===== config.mk =====
export PLATFORM = sky130hd
export DESIGN_NAME = old_bpm_sequencer
export DESIGN_NICKNAME = d
export VERILOG_FILES = /design/src/rtl/old_bpm_sequencer.sv
export SDC_FILE = /design/constraint.sdc
export NUM_CORES = 1
export LEC_CHECK = 0
export CAP_MARGIN = 0
export CORE_ASPECT_RATIO = 0.6
export CORE_MARGIN = 3
export CORE_UTILIZATION = 46
export CTS_BUF_LIST = sky130_fd_sc_hd__clkbuf_8
export DETAILED_ROUTE_END_ITERATION = 10
export GPL_ROUTABILITY_DRIVEN = 0
export GPL_TIMING_DRIVEN = 0
export PLACE_DENSITY_LB_ADDON = 0.25
export SLEW_MARGIN = 20
export SYNTH_ARGS = -nofsm -noshare
export SYNTH_HDL_FRONTEND = slang
export SYNTH_SLANG_ARGS = --single-unit

===== constraint.sdc =====
create_clock -name clk -period 4.4 [get_ports clk]
set_clock_uncertainty 0.05 [all_clocks]
set_input_delay 1.1 -clock clk [delete_from_list [all_inputs] [get_ports clk]]
set_output_delay 1.1 -clock clk [all_outputs]
set_load 0.02 [all_outputs]

===== src/rtl/old_bpm_sequencer.sv =====
// Old BPM sequencer: turns one 96-bit record into four GPIO writes (index X, data X, index Y, data Y).
// Latency: first strobe one cycle after acceptance; one record per 4 cycles when back-to-back.
// Backpressure: recTREADY only in IDLE/DAT_Y, with enable set and fewer than FIFO_DEPTH pairs outstanding.
module old_bpm_sequencer #(
    parameter string DEBUG      = "false",
    parameter int    FIFO_DEPTH = 16
) (
    (* mark_debug = DEBUG *) input  logic        clk,
    (* mark_debug = DEBUG *) input  logic        reset,
    (* mark_debug = DEBUG *) input  logic        enable,
    (* mark_debug = DEBUG *) input  logic        recTVALID,
    (* mark_debug = DEBUG *) output logic        recTREADY,
    (* mark_debug = DEBUG *) input  logic [95:0] recTDATA,
    (* mark_debug = DEBUG *) output logic        indexStrobe,
    (* mark_debug = DEBUG *) output logic        dataStrobe,
    (* mark_debug = DEBUG *) output logic [31:0] gpioOut,
    (* mark_debug = DEBUG *) input  logic        fifoPop,
    (* mark_debug = DEBUG *) output logic [4:0]  outstanding,
    (* mark_debug = DEBUG *) output logic [15:0] recordCount,
    (* mark_debug = DEBUG *) output logic        underflow
);

    typedef enum logic [2:0] {
        IDLE,
        IDX_X,
        DAT_X,
        IDX_Y,
        DAT_Y
    } state_t;

    localparam logic [4:0] DEPTH_LIMIT = 5'(FIFO_DEPTH);

    state_t      state;
    state_t      state_next;
    logic [31:0] x_hi;
    logic [31:0] y_hi;
    logic [7:0]  x_lo;
    logic [7:0]  y_lo;
    logic [8:0]  bpm_index;
    logic [4:0]  out_cnt;
    logic [15:0] rec_cnt;
    logic        underflow_flag;
    logic        accept;
    logic        pop_valid;
    logic        unused_bits;

    // Reserved record bits and the DEBUG parameter have no effect on logic.
    assign unused_bits = ^{recTDATA[95:89], (DEBUG == "true")};

    // Compare uses the registered count, so a same-cycle pop cannot open the gate at full depth.
    assign recTREADY = ~reset & enable & ((state == IDLE) || (state == DAT_Y))
                     & (out_cnt < DEPTH_LIMIT);
    assign accept    = recTVALID & recTREADY;
    assign pop_valid = fifoPop & (out_cnt != 5'd0);

    always_comb begin
        state_next = state;
        case (state)
            IDLE:    state_next = accept ? IDX_X : IDLE;
            IDX_X:   state_next = DAT_X;
            DAT_X:   state_next = IDX_Y;
            IDX_Y:   state_next = DAT_Y;
            DAT_Y:   state_next = accept ? IDX_X : IDLE;
            default: state_next = IDLE;
        endcase
    end

    always_comb begin
        indexStrobe = 1'b0;
        dataStrobe  = 1'b0;
        gpioOut     = 32'd0;
        case (state)
            IDX_X: begin
                indexStrobe = 1'b1;
                gpioOut     = {x_lo, 14'd0, 1'b0, bpm_index};
            end
            DAT_X: begin
                dataStrobe = 1'b1;
                gpioOut    = x_hi;
            end
            IDX_Y: begin
                indexStrobe = 1'b1;
                gpioOut     = {y_lo, 14'd0, 1'b1, bpm_index};
            end
            DAT_Y: begin
                dataStrobe = 1'b1;
                gpioOut    = y_hi;
            end
            default: ;
        endcase
    end

    always_ff @(posedge clk) begin
        if (reset) begin
            state <= IDLE;
        end else begin
            state <= state_next;
        end
    end

    always_ff @(posedge clk) begin
        if (accept) begin
            x_hi      <= recTDATA[31:0];
            y_hi      <= recTDATA[63:32];
            x_lo      <= recTDATA[71:64];
            y_lo      <= recTDATA[79:72];
            bpm_index <= recTDATA[88:80];
        end
    end

    always_ff @(posedge clk) begin
        if (reset) begin
            out_cnt        <= 5'd0;
            rec_cnt        <= 16'd0;
            underflow_flag <= 1'b0;
        end else begin
            case ({accept, pop_valid})
                2'b10:   out_cnt <= out_cnt + 5'd1;
                2'b01:   out_cnt <= out_cnt - 5'd1;
                default: out_cnt <= out_cnt;
            endcase
            if (state == DAT_Y) begin
                rec_cnt <= rec_cnt + 16'd1;
            end
            if (fifoPop && (out_cnt == 5'd0)) begin
                underflow_flag <= 1'b1;
            end
        end
    end

    assign outstanding = out_cnt;
    assign recordCount = rec_cnt;
    assign underflow   = underflow_flag;

endmodule


# Yosys cells after proc, flatten, opt, wreduce, memory -nomap -nowiden

Cells that the tools add are included.

Logic and storage cells: 40
Output and inout port bits: 57
Bits of input ports: 101
Flip-flop bits (word level): 114

Add/subtract/negate cells: 3
Reductions and logical operators: 9
Bitwise logic cells: 6
Order comparisons: 1
Mux-type cells: 6
Equality and inequality tests: 6

Operator list:

| cell                    | number |
|---|---|
| $pmux W32 S4            | 1 |
| $add A16 B1 Y16 const B | 1 |
| $pmux W3 S4             | 1 |
| $pmux W5 S2             | 1 |
| $eq A3 B2 Y1 const B    | 2 |
| $reduce_or A2 Y1        | 3 |
| $add A5 B1 Y5 const B   | 1 |
| $and A1 B1 Y1           | 5 |
| $logic_not A5 Y1        | 1 |
| $lt A5 B5 Y1 const B    | 1 |
| $reduce_bool A5 Y1      | 1 |
| $sub A5 B1 Y5 const B   | 1 |
| $eq A3 B1 Y1 const B    | 1 |
| $eq A3 B3 Y1 const B    | 1 |
| $logic_not A3 Y1        | 1 |
| $mux W1                 | 3 |
| $eq A2 B1 Y1 const B    | 1 |
| $eq A2 B2 Y1 const B    | 1 |
| $reduce_bool A2 Y1      | 1 |
| $logic_and A1 B1 Y1     | 1 |
| $logic_or A1 B1 Y1      | 1 |
| $not A1 Y1              | 1 |

# Longest topological paths before layout

Depth after elaboration: 7
Mapped depth: 11

# Worst setup path before layout

Ideal clock, no wire load.

Path kind: input to register
Start: input port reset
End: register bpm_index[0], enable pin
Buffers on the path: 0
Stages on the path: 4
Path slack: 0.557 ns
Library setup time: 0.443 ns
Arrival: 3.351 ns
Cell sequence: nor2_1 > and3_1 > nand2_1 > inv_1

Cells in the longest elaborated chain, start to end: 5

Ends and longest elaborated chain:

| item                        | RTL line | RTL |
|---|---|---|
| start: declaration          | 9        | `(* mark_debug = DEBUG *) input logic reset,` |
| $not A1 Y1                  | 51       | `assign recTREADY = ~reset & enable & ((state == IDLE) \|\| (state == DAT_Y))` |
| $and A1 B1 Y1 (2 in series) | 51       |  |
| $and A1 B1 Y1               | 52       | `& (out_cnt < DEPTH_LIMIT);` |
| via recTREADY               | 12       | `(* mark_debug = DEBUG *) output logic recTREADY,` |
| $and A1 B1 Y1               | 53       | `assign accept = recTVALID & recTREADY;` |
| via accept                  | 43       | `logic accept;` |
| end signal: assignment      | 107      | `bpm_index <= recTDATA[88:80];` |
| end: declaration            | 39       | `logic [8:0] bpm_index;` |

The timed path passes the listed nets, and every way through them passes these cells.
A chain may end at the register's enable or synchronous reset.

# Final worst setup path

Start: register state[1]
End: output port gpioOut[7]

Cells in the longest elaborated chain, start to end: 2
Elaborated cells on any way between the ends: 5
Those cells by class: 4 x eq/ne; 1 x mux

Ends and longest elaborated chain:

| item                                       | RTL line | RTL |
|---|---|---|
| start: declaration                         | 33       | `state_t state;` |
| start signal: assignment                   | 97       | `state <= state_next;` |
| $eq A3 B3 Y1, or another cell as far along | 72       | `case (state)` |
| $pmux W32 S4 *                             | 72       |  |
| end: declaration                           | 16       | `(* mark_debug = DEBUG *) output logic [31:0] gpioOut,` |

Every way passes the cells marked *; elsewhere a longest branch is shown, timed or not.

==> flow_metrics.env <==
export IMPL_rr_endpoint="outstanding[4]"
export IMPL_hold_depth=2
export IMPL_rows=27
export IMPL_period_needed_ns=4.04
export IMPL_vias=3245
export IMPL_cts_tree="yes"
export IMPL_die_height_um=82.3
export IMPL_peakVddDrop_uv=261
export IMPL_slew_violations=0
export IMPL_worstRegToRegCells=11
export IMPL_timing_hold_ws_ns=0.428
export IMPL_antenna_cells=0
export IMPL_synthArstFlopShare=0
export IMPL_synth_top_area_cell="edfxtp_1"
export IMPL_worst_endpoint_required_ns=3.25
export IMPL_portBuffers=150
export IMPL_start_util=0.479
export IMPL_reg2reg_from="state[1]"
export IMPL_critPathLaunchType="flop"
export IMPL_ff2ff_setup_slack_ns=1.06
export IMPL_detail_route_vias_per_cell=5.09
export IMPL_design_core_area_um2=9320
export IMPL_cp_common_cell="clkbuf_1"
export IMPL_h_tree_depth=4
export IMPL_postCtsSetupBuffers=0
export IMPL_hold_class="flop to flop"
export IMPL_synth_edf_count=89
export IMPL_cts_max_path_buffers=2
export IMPL_dpl_hpwl_um=7590
export IMPL_grt_pass1_wl_um=16400
export IMPL_finalPower_mw=2.83
export IMPL_path_clk_slew_ns=0.06
export IMPL_fin_crit_sh=0.917
export IMPL_hold_viol=0
export IMPL_grt_ovfl_total=0
export IMPL_wl_um=10900
export IMPL_crit_slowest_cell="clkdlybuf4s50_1"
export IMPL_placed_cell_area_um2=6160
export IMPL_yosys_area_top_type_share=0.598
export IMPL_synth_seq_cells=114
export IMPL_synth_ff_type="edfxtp_1"
export IMPL_postSynthCellCount=324
export IMPL_worstMarginPinSlew_ns=0.677
export IMPL_route_detailed_drc=0
export IMPL_worst_setup_path_end_kind="primary output"
export IMPL_clockRootBuffer="clkbuf_8"
export IMPL_ant_nets=0
export IMPL_timing_critical_path_cells="nor2b_1 -> clkbuf_1 -> clkbuf_1 -> a22oi_1 -> o21ai_0 -> clkdlybuf4s50_1"
export IMPL_synth_seq_area_share=0.710
export IMPL_min_to="underflow"
export IMPL_grt_pass1_vias=3071
export IMPL_synthToLayoutAreaGrowth_pct=47.6
export IMPL_netlist_area_um2=4470
export IMPL_p_leak_nw=2.22
export IMPL_grt_usage=0.202
export IMPL_syn_nets=431
export IMPL_avgRoutedWirePerCell_um=17.1
export IMPL_synthTopCellsByCount="edfxtp_1, nor2_1, dfxtp_1, nand2_1, o21ai_0"
export IMPL_outcome="finished, final reports clean"
export IMPL_slew_headroom=0.549
export IMPL_cts_buffers=17
export IMPL_first_pass_iters=4
export IMPL_hold_path_startpoint="underflow"
export IMPL_yosysUniqueCellTypes=37
export IMPL_grt_max_degree=54
export IMPL_die_area_um2=11000
export IMPL_synth_area_leaders="edfxtp_1, dfxtp_1, a22o_1, a22oi_1, nor2_1"
export IMPL_synth_warning_count=0
export IMPL_fin_area_um2=6600
export IMPL_drt_iter0_markers=284
export IMPL_fin_nets=601
export IMPL_ctsHoldBuffers=0
export IMPL_synth_area_per_cell_um2=13.8
export IMPL_crit_fanout=10
export IMPL_setup_violations=0
export IMPL_finish_utilization=0.707
export IMPL_pre_cts_slack_ns=0.456
export IMPL_max_freq_mhz=248
export IMPL_antenna_found_initial=0
export IMPL_cp_slowest_stage_delay_ns=0.65
export IMPL_synth_most_common_cell="edfxtp_1"
export IMPL_rsz0062_at_grt="false"
export IMPL_powerDensity_nw_per_um2=429
export IMPL_clock_sinks=114
export IMPL_drive_above_1_share=0.0927
export IMPL_criticalPathCategory="flop to primary output"
export IMPL_cp_arrival_ns=2.89
export IMPL_maxCapViolations=0
export IMPL_cts_resized=1
export IMPL_die_x_um=133
export IMPL_clk_latency_ns=0.42
export IMPL_setup_ws_ns=0.365
export IMPL_ios=158
==> layout make-up <==
| cell class | count | area, µm² |
|---|---|---|
| well taps | 130 | 163 |
| inverters | 6 | 25.0 |
| repair buffers | 151 | 1530 |
| multi-input cells | 187 | 1200 |
| clock inverters | 13 | 168 |
| clock buffers | 19 | 262 |
| plain buffers | 17 | 71.3 |
| flip-flops and latches | 114 | 3170 |
| fillers | 668 | 2730 |
==> through the flow <==
step	TNS, ns	std cells
final	0	637
after global routing	0	637
after CTS	0	637
after detailed placement	0	605
after global placement	-42.17	604
after floorplan	0	324
==> registers in the layout, summed over array words and instances, names as in the netlist <==
signal,flops
outstanding,5
bpm_index,9
state,3
recordCount,16
underflow,1
x_lo,8
y_lo,8
y_hi,32
x_hi,32
==> critical path, delay by kind of cell, from the launching register on <==
kind                   cells  cell delay [ns]
AO/OA/AOI/OAI              2             0.37
flip-flops                 1             0.40
buffers and inverters      3             1.54
AND/OR/NAND/NOR            1             0.16
==> layout by cell type (no fill, tap or decap), types with 5 or more instances in the layout <==
master	n
nand3_1	5
clkbuf_8	19
nor3_1	5
xnor2_1	9
dfxtp_1	25
xor2_1	5
clkbuf_1	13
a22o_1	14
o21ai_0	20
clkdlybuf4s50_1	150
ha_1	5
edfxtp_1	89
inv_1	7
a22oi_1	16
nor2_1	29
a21oi_1	11
nand2_1	25
mux2_2	9
==> routing by layer <==
metal | wire length (µm) | part of all wire | vias up | global-route usage
li1 | - | - | 1555 | -
met1 | 5120 | 0.47 | 1554 | 0.279
met2 | 4870 | 0.45 | 125 | 0.297
met3 | 811 | 0.074 | 11 | 0.0660
met4 | 118 | 0.011 | 0 | 0.0832
met5 | 0 | 0 | - | 0
==> report_power, final <==
part | internal, mW | switching [mW] | leakage, nW
clock | 0.638 | 0.412 | 0.225
combinational | 0.260 | 0.270 | 0.978
sequential | 1.23 | 0.0262 | 1.02
total | 2.12 | 0.707 | 2.22
==> cell families (layout without fill, tap and decap cells) <==
family | after synthesis | in the layout | share of synthesized area
xor+xnor | 14 | 14 | 0.0275
mux | 10 | 10 | 0.0249
fa+ha+maj | 6 | 6 | 0.0185
buf+inv | 23 | 206 | 0.0210
simple gates | 90 | 90 | 0.0978
compound gates | 67 | 67 | 0.100
flops | 114 | 114 | 0.710
==> worst max path at each step <==
stage / start / endpoint / slack, ns / cells after the start
finish: state[1] / gpioOut[7] / 0.36 / 6
global route: state[1] / gpioOut[7] / 0.1 / 6
CTS: state[0] / gpioOut[25] / 0.34 / 6
detailed placement: reset / outstanding[4] / 0.46 / 11
global placement: reset / bpm_index[5] / -0.48 / 5
floorplan: reset / bpm_index[0] / 0.56 / 4
No activity file was read; power rests on OpenSTA's default activity.
==> RTL edit: new RTL, same flow settings <==
Re-encode `state_t` (5 states) as one-hot, 5 bits wide.
--- a/src/rtl/old_bpm_sequencer.sv
+++ b/src/rtl/old_bpm_sequencer.sv
@@ -20,12 +20,12 @@
     (* mark_debug = DEBUG *) output logic        underflow
 );
 
-    typedef enum logic [2:0] {
-        IDLE,
-        IDX_X,
-        DAT_X,
-        IDX_Y,
-        DAT_Y
+    typedef enum logic [4:0] {
+        IDLE  = 5'b00001,
+        IDX_X = 5'b00010,
+        DAT_X = 5'b00100,
+        IDX_Y = 5'b01000,
+        DAT_Y = 5'b10000
     } state_t;
 
     localparam logic [4:0] DEPTH_LIMIT = 5'(FIFO_DEPTH);
Formal check against the unedited RTL: no difference found for any inputs over 10 cycles, from zero or initial values and one cycle with reset high; not proved beyond that.
==> RTL edit against the original RTL <==
- area after synthesis up 1.3%
- hold slack better by 0.034 ns
- largest power group unchanged
- worst setup slack worse by 0.069 ns
- non-clock buffer count down 2
- sequential cell count up 2
- power down 8.0%
- wire length down 0.25%
- register-to-register slack better by 0.47 ns
- final area up 0.93%
- via count up 0.40%
- cell count down 1.1%
- die area up 1.2%
==> RTL edit: results (changes against the original RTL) <==
Synth
  • Xor/xnor share of the synthesized area: 0.0213 (was 0.0275)
  • Syn_nets: 425 (was 431)
  • Seq/Total Area, Yosys: 0.710 (about the same)
  • Synth top cells by count: edfxtp_1, dfxtp_1, nor2_1 (was edfxtp_1, nor2_1, dfxtp_1, nand2_1, o21ai_0)
  • Synth Area in Adders: 0.0183 (was 0.0185)
  • Synth top area cells: edfxtp_1, dfxtp_1, a22o_1, a22oi_1, nor2_1 (unchanged)
  • Netlist cell types: 41 (was 37)
  • Syn Area/Cell: 14.2 µm² (was 13.8 µm²)

Cells and area
  • Fin cells: 630 (was 637)
  • Proportion of layout cells with a drive suffix above 1: 0.0900 (was 0.0927)
  • Nets: 594 (was 601)

Placed design
  • Post-DP HPWL: 7.65 mm (was 7.59 mm)
  • Placed cells: 599 (was 605)
  • Post-DP Area: 6220 µm² (was 6160 µm²)
  • Post-Place Setup Slack: 0.498 ns (was 0.456 ns)

Critical path
  • Path depth of the worst reg2reg path: 9 (was 11)
  • Crit path from: state[3] (was state[1])
  • Worst R2R Setup Slack: 1.53 ns (was 1.06 ns)
  • Data arrival, critical path: 2.95 ns (was 2.89 ns)
  • Crit-path max cell delay: 0.61 ns (was 0.65 ns)
  • Crit Reg-Reg Startpoint: state[3] (was state[1])

Timing
  • Worst-Margin Slew: 0.646 ns (was 0.677 ns)
  • Tmin final: 4.10 ns (was 4.04 ns)

Global route
  • Met3 usage: 0.0999 (was 0.0660)
  • Vias in the first global route: 3435 (was 3071)
  • Largest net degree at the start of global routing: 51 (was 54)
  • First-pass GRT wire length: 17.7 mm (was 16.4 mm)
  • GR met2 Demand/Resource: 0.314 (was 0.297)
  • GR Util met1: 0.260 (was 0.279)

Route
  • Via density: 5.17 (was 5.09)
  • Drt initial violations: 170 (was 284)
  • Routed length on met2: 4.93 mm (was 4.87 mm)
  • Drt wl/cell: 17.3 µm (was 17.1 µm)

Status
  • Status: completed (unchanged)
RTL edit: cell types whose count changed in the layout (fill, tap and decap cells not counted), sizes merged, moves of 5 or more:
cell,change
mux2,-8
a21o,+9
a22o,+9
nor2,-5
o21ai,-17
nand2,-10
RTL edit: layout make-up:
| type | count | area (µm²) | area share |
|---|---|---|---|
| buffer | 15 | 66.3 | 0.00996 |
| tap | 130 | 163 | 0.0244 |
| sequential | 116 | 3210 | 0.483 |
| timing repair buffer | 151 | 1530 | 0.230 |
| clock inverter | 15 | 205 | 0.0308 |
| clock buffer | 17 | 234 | 0.0352 |
| inverter | 7 | 28.8 | 0.00432 |
| multi-input combinational | 179 | 1220 | 0.183 |
RTL edit: repair_timing:
item	CTS	global route
hold buffers	0	0
gates resized for setup	0	4
endpoints found under the setup margin	0	14
hold endpoints to repair	0	0
RTL edit: power breakdown:
part | switching (mW) | internal [mW] | total, mW
clock | 0.459 | 0.622 | 1.08
combinational | 0.125 | 0.146 | 0.271
sequential | 0.0238 | 1.23 | 1.25
